[src/rtl/prime_range_scanner_if.sv]
// prime_range_scanner_if: request, candidate handshake, verdict and result
// signals between a scan requester / prime checker and the range scanner.
interface prime_range_scanner_if #(
    parameter int unsigned WIDTH = 32
);
    logic             start;
    logic [WIDTH-1:0] lo;
    logic [WIDTH-1:0] hi;
    logic             busy;
    logic             done;
    logic [WIDTH-1:0] cand;
    logic             cand_valid;
    logic             cand_ready;
    logic             res_valid;
    logic             res_prime;
    logic [WIDTH-1:0] prime_count;
    logic [WIDTH-1:0] last_prime;

    modport master (
        output start, lo, hi, cand_ready, res_valid, res_prime,
        input  busy, done, cand, cand_valid, prime_count, last_prime
    );

    modport slave (
        input  start, lo, hi, cand_ready, res_valid, res_prime,
        output busy, done, cand, cand_valid, prime_count, last_prime
    );
endinterface

[src/rtl/prime_range_scanner.sv]
// prime_range_scanner: walks every candidate in [lo, hi], hands each to an
// external prime checker over a valid/ready handshake, and tallies the primes.
// Optional build macro PRIME_ODD_SKIP_EN: even candidates other than 2 are not
// issued and count as non-prime, saving the checker round trip.
module prime_range_scanner #(
    parameter int unsigned WIDTH = 32
) (
    input logic                  clk,
    input logic                  rst_n,
    prime_range_scanner_if.slave bus
);
    typedef enum logic [1:0] {
        IDLE  = 2'd0,
        ISSUE = 2'd1,
        WAIT  = 2'd2,
        DONE  = 2'd3
    } state_t;

    localparam logic [WIDTH-1:0] ONE = WIDTH'(1);

    state_t           state, state_n;
    logic [WIDTH-1:0] cand_q, cand_n;
    logic [WIDTH-1:0] hi_q, hi_n;
    logic [WIDTH-1:0] count_q, count_n;
    logic [WIDTH-1:0] last_q, last_n;
    logic             cand_valid;

`ifdef PRIME_ODD_SKIP_EN
    logic skip;
    assign skip = (cand_q[0] == 1'b0) && (cand_q != WIDTH'(2));
`endif

    // State and datapath registers; reset abandons any scan in flight.
    always_ff @(posedge clk or negedge rst_n) begin
        if (!rst_n) begin
            state   <= IDLE;
            cand_q  <= '0;
            hi_q    <= '0;
            count_q <= '0;
            last_q  <= '0;
        end else begin
            state   <= state_n;
            cand_q  <= cand_n;
            hi_q    <= hi_n;
            count_q <= count_n;
            last_q  <= last_n;
        end
    end

    // Next-state, datapath update and handshake output decode.
    always_comb begin
        state_n    = state;
        cand_n     = cand_q;
        hi_n       = hi_q;
        count_n    = count_q;
        last_n     = last_q;
        cand_valid = 1'b0;
        unique case (state)
            IDLE: begin
                if (bus.start) begin
                    count_n = '0;
                    last_n  = '0;
                    if (bus.lo <= bus.hi) begin
                        hi_n    = bus.hi;
                        cand_n  = bus.lo;
                        state_n = ISSUE;
                    end else begin
                        state_n = DONE;
                    end
                end
            end
            ISSUE: begin
`ifdef PRIME_ODD_SKIP_EN
                // A skipped even candidate takes the same advance/finish path
                // a non-prime verdict would, just without leaving ISSUE.
                if (skip) begin
                    if (cand_q == hi_q) begin
                        state_n = DONE;
                    end else begin
                        cand_n = cand_q + ONE;
                    end
                end else begin
                    cand_valid = 1'b1;
                    if (bus.cand_ready) begin
                        state_n = WAIT;
                    end
                end
`else
                cand_valid = 1'b1;
                if (bus.cand_ready) begin
                    state_n = WAIT;
                end
`endif
            end
            WAIT: begin
                if (bus.res_valid) begin
                    if (bus.res_prime) begin
                        count_n = count_q + ONE;
                        last_n  = cand_q;
                    end
                    // Compare before incrementing so hi = all-ones never wraps.
                    if (cand_q == hi_q) begin
                        state_n = DONE;
                    end else begin
                        cand_n  = cand_q + ONE;
                        state_n = ISSUE;
                    end
                end
            end
            DONE: begin
                state_n = IDLE;
            end
            default: begin
                state_n = IDLE;
            end
        endcase
    end

    assign bus.busy        = (state != IDLE);
    assign bus.done        = (state == DONE);
    assign bus.cand        = cand_q;
    assign bus.cand_valid  = cand_valid;
    assign bus.prime_count = count_q;
    assign bus.last_prime  = last_q;
endmodule

[src/flat_wrapper.sv]
// flat-port wrapper written by rule: the top's interface ports become plain ports
module prime_range_scanner_flat 
#(
    parameter int unsigned WIDTH = 32
)
  (clk, rst_n, bus_start, bus_lo, bus_hi, bus_cand_ready, bus_res_valid, bus_res_prime, bus_busy, bus_done, bus_cand, bus_cand_valid, bus_prime_count, bus_last_prime);
  prime_range_scanner_if #(.WIDTH(WIDTH)) bus_i ();
  input logic clk;
  input logic rst_n;
  input wire logic [$bits(bus_i.start)-1:0] bus_start;
  input wire logic [$bits(bus_i.lo)-1:0] bus_lo;
  input wire logic [$bits(bus_i.hi)-1:0] bus_hi;
  input wire logic [$bits(bus_i.cand_ready)-1:0] bus_cand_ready;
  input wire logic [$bits(bus_i.res_valid)-1:0] bus_res_valid;
  input wire logic [$bits(bus_i.res_prime)-1:0] bus_res_prime;
  output wire logic [$bits(bus_i.busy)-1:0] bus_busy;
  output wire logic [$bits(bus_i.done)-1:0] bus_done;
  output wire logic [$bits(bus_i.cand)-1:0] bus_cand;
  output wire logic [$bits(bus_i.cand_valid)-1:0] bus_cand_valid;
  output wire logic [$bits(bus_i.prime_count)-1:0] bus_prime_count;
  output wire logic [$bits(bus_i.last_prime)-1:0] bus_last_prime;
  assign bus_i.start = bus_start;
  assign bus_i.lo = bus_lo;
  assign bus_i.hi = bus_hi;
  assign bus_i.cand_ready = bus_cand_ready;
  assign bus_i.res_valid = bus_res_valid;
  assign bus_i.res_prime = bus_res_prime;
  assign bus_busy = bus_i.busy;
  assign bus_done = bus_i.done;
  assign bus_cand = bus_i.cand;
  assign bus_cand_valid = bus_i.cand_valid;
  assign bus_prime_count = bus_i.prime_count;
  assign bus_last_prime = bus_i.last_prime;
  prime_range_scanner #(.WIDTH(WIDTH)) u_core (.clk(clk), .rst_n(rst_n), .bus(bus_i));
endmodule
[config.mk]
export PLATFORM = sky130hd
export DESIGN_NAME = prime_range_scanner_flat
export DESIGN_NICKNAME = d
export VERILOG_FILES = /design/src/rtl/prime_range_scanner_if.sv /design/src/rtl/prime_range_scanner.sv /design/src/flat_wrapper.sv
export SDC_FILE = /design/constraint.sdc
export NUM_CORES = 1
export LEC_CHECK = 0
export CELL_PAD_IN_SITES_DETAIL_PLACEMENT = 0
export CELL_PAD_IN_SITES_GLOBAL_PLACEMENT = 2
export CORE_MARGIN = 8
export CORE_UTILIZATION = 30
export DETAILED_ROUTE_END_ITERATION = 8
export PLACE_DENSITY_LB_ADDON = 0.3
export SLEW_MARGIN = 20
export SYNTH_ARGS = -nofsm -noshare
export SYNTH_HDL_FRONTEND = slang
export SYNTH_SLANG_ARGS = --single-unit
[constraint.sdc]
create_clock -name clk -period 2.4 [get_ports clk]
set_input_delay 0.36 -clock clk [delete_from_list [all_inputs] [get_ports clk]]
set_output_delay 0.36 -clock clk [all_outputs]
set_load 0.01 [all_outputs]
Word level (Yosys, flattened, before mapping)
Index checks and enable logic that the tools add are counted.
{"block": "totals", "out_inout_bits": 99, "reg_bits": 130, "n_memories": 0, "mem_bits_rw": 0, "latchBits": 0, "romBits": 0}
{"block": "op_classes", "shifts": 0, "muxes": 19, "n_mul": 0, "n_reduce_logical": 7, "addsub": 2, "eq_ne": 10, "n_div": 0, "order_cmp": 1, "bitwise": 0}
{"op": "$mux W32", "n": 9}
{"op": "$pmux W32 S2", "n": 3}
{"op": "$add A32 B1 Y32 const B", "n": 2}
{"op": "$eq A32 B32 Y1", "n": 1}
{"op": "$le A32 B32 Y1", "n": 1}
{"op": "$mux W2", "n": 5}
{"op": "$ne A2 B2 Y1 const B", "n": 5}
{"op": "$pmux W2 S4", "n": 1}
{"op": "$reduce_and A3 Y1", "n": 2}
{"op": "$reduce_and A5 Y1", "n": 1}
{"op": "$eq A2 B2 Y1 const B", "n": 2}
{"op": "$reduce_and A4 Y1", "n": 1}
{"op": "$reduce_bool A2 Y1", "n": 2}
{"op": "$eq A2 B1 Y1 const B", "n": 1}
{"op": "$logic_not A2 Y1", "n": 1}
{"op": "$ne A2 B1 Y1 const B", "n": 1}
{"op": "$mux W1", "n": 1}

Logic depth before layout (Yosys ltp)
{"block": "depth", "depth_word": 4, "depth_mapped": 11, "depth_no_buf": 9}

Worst setup path after synthesis
OpenSTA, ideal clock, no wires.
{"block": "synth_path", "path_kind": "in2reg", "startpoint": "input bus_hi[23]", "endpoint": "register u_core.cand_q[1], in the netlist u_core.bus.cand[1]", "required_time_ns": 2.275, "path_slack_ns": -0.064, "arrival_ns": 2.340, "path_stages": 11, "path_buffers": 2, "cell_sequence": "inv_1 -> ha_1 -> a21oi_1 -> o21ai_0 -> a221oi_1 -> nand2_1 -> o21a_1 -> buf_2 -> o21ai_1 -> buf_2 -> mux2_2"}
{"block": "synth_between", "elab_chain_len": 3}
{"element": "start, declared", "line_no": "flat_wrapper.sv:12", "source": "input wire logic [$bits(bus_i.hi)-1:0] bus_hi;"}
{"element": "$le A32 B32 Y1", "line_no": "prime_range_scanner.sv:63", "source": "if (bus.lo <= bus.hi) begin"}
{"element": "$ne A2 B1 Y1 (no source line)"}
{"element": "$reduce_and A5 Y1 (no source line)"}
{"element": "end signal, assigned", "line_no": "prime_range_scanner.sv:43", "source": "cand_q <= cand_n;"}
{"element": "end, declared", "line_no": "prime_range_scanner.sv:22", "source": "logic [WIDTH-1:0] cand_q, cand_n;"}
Every way passes these cells.
A chain may end at the register's enable or synchronous reset.

Worst setup path after layout
{"block": "layout_path", "startpoint": "input bus_lo[30]", "endpoint": "register u_core.cand_q[15], in the netlist u_core.bus.cand[15]"}
{"block": "layout_between", "elab_chain_len": 3}
{"element": "start, declared", "line_no": "flat_wrapper.sv:11", "source": "input wire logic [$bits(bus_i.lo)-1:0] bus_lo;"}
{"element": "$le A32 B32 Y1", "line_no": "prime_range_scanner.sv:63"}
{"element": "$ne A2 B1 Y1 (no source line)"}
{"element": "$reduce_and A5 Y1 (no source line)"}
Every way passes these cells.

==> out/qor.log <==
qor: setup_path.cp-start-kind input port
qor: setup_path.worst-path-max-fanout 12
qor: pwr.swShare 0.399
qor: drt.total_via_count_in_the_routed_design 7,792
qor: floorplan.floorplan.die_area 30,800 µm²
qor: pwr.power_density 1060 nW/µm²
qor: clock_network.clock_tree.htree_level_count 4
qor: final_layout.num_antenna_cells 0
qor: logic_synthesis.async_flop_share 1.00
qor: sta.setup_tns 0 ns
qor: sta.finalWorstPathRequiredPeriod 2.39 ns
qor: pwr.internal_power 0.00780 W
qor: setup_path.crit_type in -> reg
qor: final_layout.layout_common_cells buf_4, dfrtp_1, clkdlybuf4s50_1, nand2_1, o21ai_0
qor: drt.wire_per_inst 18.9 µm
qor: place.placement.io_buffers 168
qor: sta.final-max-slew-violation-count 0
qor: pwr.clock_power_share 0.223
qor: logic_synthesis.synth_seq_cells 130
qor: logic_synthesis.synth_warnings 0
qor: clock_network.clock_transition_at_the_registers_of_the_reported_paths 0.06 ns
qor: setup_path.worstSetupEndpointType flop
qor: final_layout.num-nets-final 1,308
qor: logic_synthesis.synthDistinctLibCells 63
qor: sta.max_clock_freq 0.418 GHz
qor: sta.max_slew_margin 0.687
qor: global_routing.first_global_vias 7,654
qor: global_routing.overflow 0
qor: sta.final.setup.worst_slack 0.00676 ns
qor: sta.final-setup-viol-count 0
qor: sta.min_period_over_period 0.997
qor: logic_synthesis.synth_top_area_share 0.426
qor: floorplan.placement_rows 58
qor: place.preCtsSetupSlack -0.695 ns
qor: sta.final-hold-violation-count 0
qor: clock_network.root_buffer clkbuf_16
qor: logic_synthesis.synth_area_leaders dfrtp_1, o21ai_0, ha_1
qor: clock_network.clkSinkCount 130
qor: final_layout.post_layout_nonfiller_instances 1,547
qor: pwr.p_leak 5.42 nW
qor: pwr.power.share.combinational 0.489
qor: floorplan.io_pins 169
qor: floorplan.floorplan.die.height 175 µm
qor: drt.drt-pass1-iter-count 5
qor: flow_run.drv.max_cap_violation_count 0
qor: drt.drt-initial-drc-count 681
qor: global_routing.antenna_found_initial 0
qor: logic_synthesis.synth.yosys.seq_area_share 0.426
qor: pwr.total_switching_power 0.00519 W
qor: final_layout.share_of_final_layout_standard_cells_stronger_than_drive_strength_1 0.266
qor: logic_synthesis.synth_edf_count 0
qor: drt.routed_via_density 5.04
qor: place.post-place-cells 1,475
qor: clock_network.clock_buffer_count_from_cts 17
qor: clock_network.clk_latency 0.43 ns
qor: sta.fin_skew 0.0154 ns
qor: global_routing.grt_first_pass_wirelength 45,200 µm
qor: final_layout.layout.cells.most_common buf_4
qor: logic_synthesis.yosys.area.top_type dfrtp_1
qor: floorplan.placeableCoreArea 25,100 µm²
qor: sta.timing_worst_slew_pin_value 0.469 ns
qor: setup_path.worstPathRequired 2.70 ns
qor: floorplan.width_of_the_chip 175 µm
qor: pwr.worst_ir_drop_vdd 664 µV
qor: setup_path.worst_endpoint_data_arrival_time 2.69 ns
qor: final_layout.area_growth 60.7%
qor: place.place.gp.congestion 0.864
qor: place.detailedPlacementHpwl 21,400 µm
qor: logic_synthesis.synth.cell_area 7630 µm²
qor: clock_network.cts_tree done
qor: clock_network.cts_max_path_buffers 2
qor: floorplan.start_util 0.304
qor: drt.drt-total-wl 29,300 µm
qor: min_path.hp-class in -> reg
qor: logic_synthesis.syn-num-nets 988
qor: drt.drc 0
qor: pwr.power.share.sequential 0.289
qor: global_routing.largest_net_degree_at_the_start_of_global_routing 61
qor: run_status.result_of_the_run finished, final reports clean
qor: global_routing.grt_usage 0.187
qor: logic_synthesis.avgSynthCellArea 8.63 µm²
qor: drt.detail-route-antenna-nets 0
qor: logic_synthesis.dominantRegCellSynth dfrtp_1
qor: logic_synthesis.synthCells 884
==> power groups by stage <==
stage / sequential (W) / combinational (W) / clock (W)
global placement: 0.00376 / 0.00593 / 0
CTS: 0.00374 / 0.00605 / 0.00294
global route: 0.00385 / 0.00690 / 0.00305
finish: 0.00375 / 0.00635 / 0.00289
floorplan: 0.00393 / 0.00249 / 0
detailed placement: 0.00377 / 0.00593 / 0
==> registers in the layout, indices dropped and copies added, names as in the netlist <==
| register | count |
|---|---|
| u_core.hi_q | 32 |
| u_core.bus.prime_count | 32 |
| u_core.bus.cand | 32 |
| u_core.state | 2 |
| u_core.bus.last_prime | 32 |
==> Yosys cell counts, types with 2 or more instances <==
master / number
a22oi_1: 9
xnor2_1: 13
o22ai_1: 2
nand3_1: 15
and3_1: 4
buf_1: 3
nor2b_1: 7
or4_1: 2
mux2_2: 2
o211ai_1: 3
a211oi_1: 3
o221ai_1: 7
clkbuf_1: 45
nand4_1: 22
nand2b_1: 3
a221oi_1: 2
a2111oi_0: 2
a221o_1: 3
nand2_1: 110
or3_1: 19
xor2_1: 37
inv_1: 63
nor3_1: 38
o21a_1: 3
ha_1: 34
buf_2: 6
a32o_1: 2
o31ai_1: 12
or2_2: 3
a21oi_1: 47
and2b_1: 2
a32oi_1: 10
o211a_1: 6
a211o_1: 3
dfrtp_1: 130
and2_1: 7
nor2_1: 47
o21ai_0: 115
a311oi_1: 2
a311o_1: 3
a21o_1: 2
and4_1: 5
nor4_1: 11
==> layout make-up <==
cell class | instances | area (µm²)
fill | 2455 | 12800
clock buffer | 19 | 453
clock inverter | 13 | 195
timing repair buffer | 356 | 3230
inverter | 63 | 236
tap | 330 | 413
sequential | 130 | 3260
multi-input combinational | 636 | 4480
==> final timing paths <==
path                                           start                   endpoint  cells past startpoint  slack [ns]
setup / recovery                          bus_lo[30]        u_core.bus.cand[15]                     12       0.007
hold / removal                             bus_hi[8]             u_core.hi_q[8]                      4        0.33
setup reg to reg                 u_core.bus.cand[16]        u_core.bus.cand[29]                      8        0.11
hold reg to reg            u_core.bus.last_prime[10]  u_core.bus.last_prime[10]                      2        0.48
max in group asynchronous                      rst_n  u_core.bus.prime_count[3]                      3        1.11
min in group asynchronous                      rst_n             u_core.hi_q[4]                      2        0.42
==> through the flow <==
stage / utilization / instance area, µm² / hold slack, ns / total power (W)
after floorplan: - / 7640 / 0.0644 / 0.00642
after global placement: 0.426 / 10700 / 0.352 / 0.00969
after detailed placement: 0.426 / 10700 / 0.348 / 0.00970
after CTS: 0.467 / 11700 / 0.427 / 0.0127
after global routing: 0.489 / 12300 / 0.333 / 0.0138
final: 0.489 / 12300 / 0.331 / 0.0130
==> cell families (layout without fill, tap and decap cells) <==
family,after synthesis,in the layout,synth area share
AOI/OAI and AO/OA,245,245,0.200
adders and majority gates,34,34,0.0557
muxes,3,3,0.00426
DFF,130,130,0.426
buffers and inverters,118,451,0.0600
and+or+nand+nor,304,304,0.197
xor gates and xnor gates,50,50,0.0574
==> critical path, stage by stage <==
cell             delay, ns
clkdlybuf4s15_1       0.27
ha_4                  0.32
nand4_1               0.21
nor4_2                0.43
a211oi_2              0.11
a21boi_4              0.19
buf_6                 0.11
o211ai_1              0.08
buf_4                 0.20
buf_8                 0.16
a32oi_1               0.15
o21ai_1               0.09
==> per-layer routing <==
metal	part of all wire	wire length [µm]	GRT usage
met5	0	0	0
met4	0.014	410	0.0516
met3	0.054	1580	0.0408
met2	0.45	13200	0.281
met1	0.48	14000	0.266
==> timing repair <==
| action | CTS | global route |
|---|---|---|
| cloned | 0 | 2 |
| setup endpoints to repair | 65 | 72 |
| hold buffers | 1 | 0 |
| endpoints found under the hold margin | 27 | 0 |
| buffers inserted | 19 | 18 |
| pin swaps | 33 | 33 |
| gates resized for setup | 84 | 123 |
Power figures use the tool's default switching activity.
